**src/rtl/vga_timing_gen.sv**
```systemverilog
// Parametrised VGA raster timing: pixel enable, coordinates, sync/blank decodes,
// latency-matched sync/blank copies, line/frame strobes and a frame counter.
module vga_timing_gen #(
  parameter int unsigned H_ACTIVE = 640,
  parameter int unsigned H_FP     = 16,
  parameter int unsigned H_SYNC   = 96,
  parameter int unsigned H_BP     = 48,
  parameter int unsigned V_ACTIVE = 480,
  parameter int unsigned V_FP     = 10,
  parameter int unsigned V_SYNC   = 2,
  parameter int unsigned V_BP     = 33,
  parameter int unsigned CLK_DIV  = 2,
  parameter bit          HS_POL   = 1'b0,
  parameter bit          VS_POL   = 1'b0,
  parameter int unsigned PIPE     = 2,
  parameter int unsigned CW       = 10
) (
  input  logic          clk_50,
  input  logic          reset,
  input  logic          en,
  input  logic          sync_clr,
  output logic          pix_en,
  output logic [CW-1:0] col,
  output logic [CW-1:0] row,
  output logic          HS,
  output logic          VS,
  output logic          blank,
  output logic          HS_d,
  output logic          VS_d,
  output logic          blank_d,
  output logic          line_end,
  output logic          frame_end,
  output logic [7:0]    frame_cnt
);

  localparam int unsigned H_TOTAL  = H_ACTIVE + H_FP + H_SYNC + H_BP;
  localparam int unsigned V_TOTAL  = V_ACTIVE + V_FP + V_SYNC + V_BP;
  localparam int unsigned HS_START = H_ACTIVE + H_FP;
  localparam int unsigned VS_START = V_ACTIVE + V_FP;
  localparam int unsigned DIV_W    = (CLK_DIV > 1) ? $clog2(CLK_DIV) : 1;

  localparam logic [DIV_W-1:0] DIV_LAST = DIV_W'(CLK_DIV - 1);
  localparam logic [CW-1:0]    COL_LAST = CW'(H_TOTAL - 1);
  localparam logic [CW-1:0]    ROW_LAST = CW'(V_TOTAL - 1);
  localparam logic [CW-1:0]    COL_ACT  = CW'(H_ACTIVE);
  localparam logic [CW-1:0]    ROW_ACT  = CW'(V_ACTIVE);
  localparam logic [CW-1:0]    HS_FIRST = CW'(HS_START);
  localparam logic [CW-1:0]    HS_LAST  = CW'(HS_START + H_SYNC - 1);
  localparam logic [CW-1:0]    VS_FIRST = CW'(VS_START);
  localparam logic [CW-1:0]    VS_LAST  = CW'(VS_START + V_SYNC - 1);
  localparam logic [2:0]       DLY_IDLE = {~HS_POL, ~VS_POL, 1'b1};

  // Geometry must be representable in the coordinate width.
  if (CLK_DIV < 1) begin : g_bad_div
    $error("vga_timing_gen: CLK_DIV must be at least 1");
  end
  if (((H_TOTAL - 1) >> CW) != 0 || ((V_TOTAL - 1) >> CW) != 0) begin : g_bad_cw
    $error("vga_timing_gen: CW too narrow for H_TOTAL/V_TOTAL");
  end

  logic [DIV_W-1:0] div_q;
  logic             col_last;
  logic             row_last;

  assign pix_en    = en && (div_q == DIV_LAST);
  assign col_last  = (col == COL_LAST);
  assign row_last  = (row == ROW_LAST);
  assign line_end  = pix_en && col_last && !sync_clr;
  assign frame_end = line_end && row_last;

  // Pixel clock divider; idles at zero so a resume gets a full period.
  always_ff @(posedge clk_50 or posedge reset) begin
    if (reset) begin
      div_q <= '0;
    end else if (sync_clr || !en || (div_q == DIV_LAST)) begin
      div_q <= '0;
    end else begin
      div_q <= div_q + DIV_W'(1);
    end
  end

  // Raster position.
  always_ff @(posedge clk_50 or posedge reset) begin
    if (reset) begin
      col <= '0;
      row <= '0;
    end else if (sync_clr) begin
      col <= '0;
      row <= '0;
    end else if (pix_en) begin
      if (col_last) begin
        col <= '0;
        row <= row_last ? '0 : row + CW'(1);
      end else begin
        col <= col + CW'(1);
      end
    end
  end

  always_ff @(posedge clk_50 or posedge reset) begin
    if (reset) begin
      frame_cnt <= '0;
    end else if (frame_end) begin
      frame_cnt <= frame_cnt + 8'd1;
    end
  end

  always_comb begin
    blank = (col >= COL_ACT) || (row >= ROW_ACT);
    HS    = ((col >= HS_FIRST) && (col <= HS_LAST)) ? HS_POL : ~HS_POL;
    VS    = ((row >= VS_FIRST) && (row <= VS_LAST)) ? VS_POL : ~VS_POL;
  end

  // Sync/blank delay matching the frame-buffer read latency, in pixel periods.
  if (PIPE == 0) begin : g_nodly
    assign HS_d    = HS;
    assign VS_d    = VS;
    assign blank_d = blank;
  end else begin : g_dly
    logic [2:0] dly_q [PIPE];

    always_ff @(posedge clk_50 or posedge reset) begin
      if (reset) begin
        for (int unsigned i = 0; i < PIPE; i++) dly_q[i] <= DLY_IDLE;
      end else if (sync_clr) begin
        for (int unsigned i = 0; i < PIPE; i++) dly_q[i] <= DLY_IDLE;
      end else if (pix_en) begin
        dly_q[0] <= {HS, VS, blank};
        for (int unsigned i = 1; i < PIPE; i++) dly_q[i] <= dly_q[i-1];
      end
    end

    assign {HS_d, VS_d, blank_d} = dly_q[PIPE-1];
  end

endmodule

```
**config.mk**
```make
export PLATFORM = sky130hd
export DESIGN_NAME = vga_timing_gen
export DESIGN_NICKNAME = d
export VERILOG_FILES = /design/src/rtl/vga_timing_gen.sv
export SDC_FILE = /design/constraint.sdc
export NUM_CORES = 1
export LEC_CHECK = 0
export ABC_CLOCK_PERIOD_IN_PS = 1800
export CORE_ASPECT_RATIO = 1.5
export CORE_MARGIN = 3
export CORE_UTILIZATION = 40
export CTS_BUF_LIST = sky130_fd_sc_hd__clkbuf_4 sky130_fd_sc_hd__clkbuf_8
export DETAILED_ROUTE_END_ITERATION = 8
export GPL_TIMING_DRIVEN = 0
export MAX_ROUTING_LAYER = met4
export PLACE_DENSITY_LB_ADDON = 0.2
export REMOVE_ABC_BUFFERS = 1
export SLEW_MARGIN = 20
export SYNTH_ARGS = -nofsm -noshare
export SYNTH_HDL_FRONTEND = slang
export SYNTH_SLANG_ARGS = --single-unit
```
**constraint.sdc**
```tcl
create_clock -name clk_50 -period 1.8 [get_ports clk_50]
set_input_delay 0.36 -clock clk_50 [delete_from_list [all_inputs] [get_ports clk_50]]
set_output_delay 0.36 -clock clk_50 [all_outputs]
set_load 0.02 [all_outputs]
```
# After elaboration in Yosys (flattened, before gate mapping)
# Index checks and enable logic that the tools add are counted.
# W data, S select, Z words.
totals:
  regBits: 35
op_classes:
  add_sub_neg: 4
  n_lt_le_gt_ge: 6
  eq_ne: 2
  mux: 12
  n_reduce_logical: 14
op_table:
  columns: ["op", "n"]
  rows:
  - ["$mux W10", 7]
  - ["$add A10 B1 Y10 const B", 2]
  - ["$eq A10 B10 Y1 const B", 2]
  - ["$ge A10 B10 Y1 const B", 2]
  - ["$ge A10 B9 Y1 const B", 2]
  - ["$mux W6", 2]
  - ["$le A10 B10 Y1 const B", 1]
  - ["$le A10 B9 Y1 const B", 1]
  - ["$add A8 B1 Y8 const B", 1]
  - ["$logic_and A1 B1 Y1", 6]
  - ["$reduce_bool A2 Y1", 2]
  - ["$logic_or A1 B1 Y1", 3]
  - ["$mux W1", 3]
  - ["$logic_not A1 Y1", 2]
  - ["$reduce_and A2 Y1", 1]
  - ["$add A1 B1 Y1 const B", 1]

# Depth between registers and ports, before layout
# Gate-level depths: netlist of the first run.
logic_depth:
  word_depth: 5
  ltp_mapped: 7
  depth_no_buf: 6

# Least setup slack after synthesis of the first run
# OpenSTA, ideal clock, no wires.
synth_timing:
  path_kind: "reg2out"
  start: "register row[0]"
  end: "output frame_end"
  arrival_ns: 1.938
  required_ns: 1.440
  slack_ns: -0.498
  path_stages_with_launch: 7
  n_path_buf: 1
  path_cell_list: "dfrtp_1 -> inv_1 -> ha_1 -> nand4_1 -> or4_4 -> buf_6 -> nor3_1"
synth_between:
  elab_chain_cells: 2
synth_rtl:
  columns: ["element", "line_no", "rtl"]
  rows:
  - ["start, declared", "24", "output logic [CW-1:0] row,"]
  - ["start signal, assigned", "93", "row <= row_last ? '0 : row + CW'(1);"]
  - ["$eq A10 B10 Y1", "67", "assign row_last = (row == ROW_LAST);"]
  - ["$logic_and A1 B1 Y1", "69", "assign frame_end = line_end && row_last;"]
  - ["end, declared", "32", "output logic frame_end,"]
# Every way passes these cells.

# Worst setup path in the final report of the first run
layout_timing:
  start: "register row[5]"
  end: "output frame_end"
# Same word-level chain as after synthesis.

==> flow_summary.toml, run 1 <==
[sta]
final.min_clock_period_ns = 2.234
rsz0062_at_grt = "yes"
worst_slew_pin_slew_ns = 0.7331
setup_violations = 19
clock_skew_ns = 0.003120
timing.final.ws_setup_ns = -0.4339
finalCritPeriodShare_pct = 124.1
hold_ws_ns = 0.4712
maxSlewHeadroom_pct = 51.06
finalHoldViolCount = 0
max_freq_ghz = 0.4477
maxSlewViolCount = 0

[clocking]
cts_tree = "done"
path_clk_slew_ns = 0.07
clockRootBuffer = "clkbuf_8"
numCtsBuffers = 5
hold_buffers = 0
htreeDepth = 2
clk-insertion-delay-late_ns = 0.29
numClockSinks = 35
cts_buffer_depth = 2

[final_layout]
final_cells = 317
seqCellArea_um2 = 895.9
areaGrowthSynthToFinish_pct = 47.38
drive_gt1_share_pct = 31.62
fillers = 395
final_nets = 261
antenna_cells = 0
fin_area_um2 = 2783
fin_util_pct = 61.27
multi_input_area_um2 = 1059

[critical_path]
crit_family = "simple AND/OR/NAND/NOR gates"
rrSetupSlack_ns = -0.34
r2r_end = "row[4]"
worstSetupStartpoint = "row[5]"
r2r_cells = 5
crit_type = "reg -> out"
cp_slowest_stage_delay_ns = 0.50
crit_path_cell_trace = "or3_4 > or4_4 > nor3_2 > buf_4"
cp.arrival_ns = 1.87
start_kind = "flop"
cp_num_buf_inv = 1
cp_max_fo = 2
end_kind = "output port"
r2r_start = "row[5]"
required_ns = 1.44
crit_slowest_cell = "or4_4"

[min_path]
hold_path.class = "reg -> reg"
holdPathStages = 1
min_from = "frame_cnt[7]"
min_to = "frame_cnt[7]"

[floorplan]
die-width_um = 62.10
floorplan.initialDensity_pct = 41.57
core_area_um2 = 4542
pin_count = 41
die-area_um2 = 5598
die_h_um = 90.15
row_count = 30

[logic_synthesis]
synth_top_cells_by_count = "dfrtp_1 (29), nand2_1 (20), nor2_1 (16), xor2_1 (16), nand3_1 (11)"
ys_seq_elements = 35
avgSynthCellArea_um2 = 9.937
synthFlopType = "dfrtp_1"
synthCells = 190
seq_area_frac_synth_pct = 46.79
synth_edf_count = 0
async_flop_share_pct = 100.0
yosysMostFrequentCell = "dfrtp_1"
synth_top_area_share_pct = 38.44
synthesis.area_um2 = 1888
synth_cell_type_count = 48
synth_largest_area_cell = "dfrtp_1"
yosysWarnings = 0
synthTopCellsByArea = "dfrtp_1 (38%), dfstp_2 (8.3%), xor2_1 (7.4%)"

[global_route]
overflow = 0
grt_max_degree = 36
grt_usage_pct = 18.98
antenna_found_initial = 0
grt_pass1_wl_mm = 7.859
grt_pass1_vias = 1645

[pwr]
ir_worst_vdd_mv = 0.3707
total_leakage_power_nw = 1.424
p_per_area_nw_per_um2 = 558.0

[place]
place_hpwl_mm = 2.894
pre_cts_ws_ns = -1.122
placedCellCount = 287
io_buffers = 40
gp_congestion = 0.8479
place_area_um2 = 2333

[detailed_routing]
via_per_inst = 5.252
ant_nets = 0
dr.pass1.iters = 4
wl_mm = 4.776
vias = 1665
route.detailed.drc = 0
drt_iter0_markers = 39
wl_per_cell_um = 15.07

[run]
maxCapViolations = 0

[status]
violations = "setup timing"
status = "finished, violations left"
==> power by group <==
| group | switching [mW] | leakage [nW] | total [mW] | internal [mW] |
|---|---|---|---|---|
| Clock | 0.280 | 0.0549 | 0.644 | 0.364 |
| Combinational | 0.0641 | 0.919 | 0.101 | 0.0369 |
| Sequential | 0.00864 | 0.450 | 0.808 | 0.799 |
==> cells by family after synthesis <==
kind of cell	after synthesis	synth area share [%]
fa+ha+maj	5	3.313
xor+xnor	18	8.350
flops	35	46.79
simple gates	91	27.50
buf+inv	16	3.644
compound gates	23	9.212
mux	2	1.193
==> cell type report <==
| class | count | area share (%) |
|---|---|---|
| repair buffers | 62 | 21.85 |
| clock buffers | 8 | 3.732 |
| well taps | 64 | 2.878 |
| flip-flops and latches | 35 | 32.19 |
| multi-input cells | 139 | 38.04 |
| inverters | 9 | 1.304 |
==> through the flow <==
stage	total power, mW	setup TNS [ns]
after floorplan	0.8746	-1.573
after global placement	0.9195	-23.05
after detailed placement	0.9196	-17.65
after CTS	1.555	-3.638
after global routing	1.602	-6.134
final	1.553	-3.869
==> repair_timing <==
item / 4_1_cts / 5_1_grt
buffers inserted: 15 / 7
resized for setup: 56 / 32
endpoints found under the setup margin: 34 / 34
endpoints found under the hold margin: 0 / 0
pin swaps: 4 / 10
==> cell usage in the layout (no fill, tap or decap), drive strengths merged, types with 2 or more instances in the layout <==
| master | count |
|---|---|
| a21oi | 2 |
| a22o | 4 |
| and3 | 3 |
| and4 | 3 |
| buf | 26 |
| clkbuf | 8 |
| clkdlybuf4s15 | 2 |
| clkdlybuf4s50 | 20 |
| dfrtp | 29 |
| dfstp | 6 |
| dlygate4sd2 | 3 |
| dlymetal6s2s | 11 |
| ha | 5 |
| inv | 9 |
| mux2 | 2 |
| nand2 | 20 |
| nand3 | 11 |
| nand3b | 4 |
| nand4 | 9 |
| nor2 | 16 |
| nor3 | 10 |
| nor3b | 4 |
| nor4 | 3 |
| o21ai | 4 |
| o21bai | 2 |
| or3 | 2 |
| or4 | 2 |
| xnor2 | 2 |
| xor2 | 16 |
==> routing by layer <==
layer	vias up	routed length (um)	track usage, %
li1	806	-	-
met1	812	2013	23.70
met2	40	2485	29.50
met3	7	180	4.023
met4	0	97	6.726
met5	-	0	-
==> state kept, by name, indices dropped and copies added (netlist names) <==
name,flops
col,10
div_q,1
HS_d,1
frame_cnt,8
row,10
VS_d,1
g_dly.dly_q,3
blank_d,1
==> worst max-delay path by stage <==
stage / slack, ns / cells past startpoint / end
global route: -0.51 / 6 / frame_end
floorplan: -0.44 / 5 / frame_end
global placement: -1.16 / 5 / line_end
detailed placement: -1.12 / 5 / line_end
CTS: -0.44 / 4 / frame_end
finish: -0.43 / 4 / frame_end
Power figures use the tool's default switching activity.
==> inputs of run 2 (changes only) <==
--- a/config.mk
+++ b/config.mk
@@ -5,7 +5,7 @@
 export SDC_FILE = /design/constraint.sdc
 export NUM_CORES = 1
 export LEC_CHECK = 0
-export ABC_CLOCK_PERIOD_IN_PS = 1800
+export ABC_CLOCK_PERIOD_IN_PS = 2000
 export CORE_ASPECT_RATIO = 1.5
 export CORE_MARGIN = 3
 export CORE_UTILIZATION = 40
==> constraint.sdc (replaced) <==
create_clock -name clk_50 -period 2 [get_ports clk_50]
set_input_delay 0.4 -clock clk_50 [delete_from_list [all_inputs] [get_ports clk_50]]
set_output_delay 0.4 -clock clk_50 [all_outputs]
set_load 0.02 [all_outputs]
==> flow_summary.toml, run 2 (synthesis results as in run 1) <==
[detailed_routing]
ant_nets = 0
vias = 1632
wl_per_cell_um = 14.66
route.detailed.drc = 0
via_per_inst = 5.265
drt_iter0_markers = 52
wl_mm = 4.544
dr.pass1.iters = 4

[pwr]
p_per_area_nw_per_um2 = 520.5
total_leakage_power_nw = 1.231
ir_worst_vdd_mv = 0.3339

[floorplan]
die-area_um2 = 5598
die-width_um = 62.10
die_h_um = 90.15
core_area_um2 = 4542
row_count = 30
floorplan.initialDensity_pct = 41.57
pin_count = 41

[place]
place_hpwl_mm = 2.894
gp_congestion = 0.8479
placedCellCount = 287
pre_cts_ws_ns = -1.002
io_buffers = 40

[critical_path]
cp_max_fo = 2
r2r_end = "row[4]"
r2r_start = "row[5]"
required_ns = 1.60
crit_end = "frame_end"
r2r_cells = 5
cp_slowest_stage_delay_ns = 0.51
crit_path_cell_trace = "or3_4 > or4_4 > nor3_2 > buf_4"
cp.arrival_ns = 1.87
cp_num_buf_inv = 1
crit_family = "simple AND/OR/NAND/NOR gates"
crit_type = "reg -> out"
path_depth = 4
rrSetupSlack_ns = -0.16
end_kind = "output port"
start_kind = "flop"
worstSetupStartpoint = "row[5]"
crit_slowest_cell = "or4_4"

[final_layout]
areaGrowthSynthToFinish_pct = 41.15
drive_gt1_share_pct = 26.02
final_nets = 254
final_cell_mix = "clkdlybuf4s50_1 (32), dfrtp_1 (21), nand2_1 (19)"
antenna_cells = 0
final_common_cell = "clkdlybuf4s50_1"
largestRegisters = "col (10), row (10), frame_cnt (8)"
final_cells = 310
fin_util_pct = 58.68

[status]
status = "finished, violations left"
violations = "setup timing"

[clocking]
hold_buffers = 0
path_clk_slew_ns = 0.07
numClockSinks = 35
clockRootBuffer = "clkbuf_8"
clk-insertion-delay-late_ns = 0.28
cts_buffer_depth = 2
numCtsBuffers = 5
htreeDepth = 2
cts_tree = "done"

[global_route]
grt_max_degree = 36
overflow = 0
grt_pass1_vias = 1597
grt_pass1_wl_mm = 7.521
grt_usage_pct = 18.12
antenna_found_initial = 0

[sta]
setup_tns_ns = -0.8753
hold_ws_ns = 0.4708
maxSlewViolCount = 0
rsz0062_at_grt = "yes"
setup_violations = 9
finalCritPeriodShare_pct = 113.7
finalHoldViolCount = 0
max_freq_ghz = 0.4398
maxSlewHeadroom_pct = 51.19
final.min_clock_period_ns = 2.274
worst_slew_pin_slew_ns = 0.7310
timing.final.ws_setup_ns = -0.2737
clock_skew_ns = 0.002794

[run]
maxCapViolations = 0

[min_path]
hold_path.class = "reg -> reg"
## run 2: routing by layer
metal | vias up | track usage, % | wire (um)
met4 | 0 | 5.841 | 80
met5 | - | - | 0
met3 | 5 | 3.879 | 153
met1 | 795 | 23.20 | 1998
met2 | 32 | 27.85 | 2311
li1 | 800 | - | -
## run 2: repair_timing
item,4_1_cts,5_1_grt
setup endpoints to repair,24,19
gates resized for setup,39,20
pin swaps,2,10
setup buffers,9,6
## run 2: cell type report
| cell class | instances | area [um^2] |
|---|---|---|
| well taps | 64 | 80.08 |
| clock buffers | 8 | 103.9 |
| flip-flops and latches | 35 | 893.4 |
| repair buffers | 55 | 516.7 |
| multi-input cells | 139 | 1035 |
| inverters | 9 | 36.28 |
| fillers | 403 | 1877 |
## run 2: how the worst min path moves through the flow
stage	startpoint	end	slack, ns	cells after the start
after floorplan	div_q	div_q	0.46	1
after global placement	frame_cnt[7]	frame_cnt[7]	0.46	1
after detailed placement	frame_cnt[7]	frame_cnt[7]	0.47	1
after CTS	frame_cnt[7]	frame_cnt[7]	0.48	1
after global routing	frame_cnt[7]	frame_cnt[7]	0.50	1
final	frame_cnt[7]	frame_cnt[7]	0.47	1
## run 2: worst reg2reg max path, cell delays in order, from the launching register on
cell and delay, ns:
dfrtp_2 0.41, or3_4 0.39, buf_4 0.14, nor4_2 0.53, nor2_1 0.25, a221o_1 0.33
## run 2: metrics by stage
stage / cell area, um^2 / power (mW)
after CTS: 2537 / 1.398
after global placement: 2333 / 0.8275
final: 2665 / 1.387
after floorplan: 1853 / 0.7871
after global routing: 2665 / 1.434
after detailed placement: 2333 / 0.8277
## run 2: report_power, final
group	total (mW)	internal, mW	switching, mW
sequential	0.727	0.719	0.00789
combinational	0.0855	0.0301	0.0553
clock	0.575	0.328	0.247
total	1.39	1.08	0.310
==> inputs of run 3 (changes only) <==
--- a/config.mk
+++ b/config.mk
@@ -5,7 +5,6 @@
 export SDC_FILE = /design/constraint.sdc
 export NUM_CORES = 1
 export LEC_CHECK = 0
-export ABC_CLOCK_PERIOD_IN_PS = 2000
 export CORE_ASPECT_RATIO = 1.5
 export CORE_MARGIN = 3
 export CORE_UTILIZATION = 40
==> results of run 3 <==
No change in the layout: final DEF, timing and power equal those of run 2.
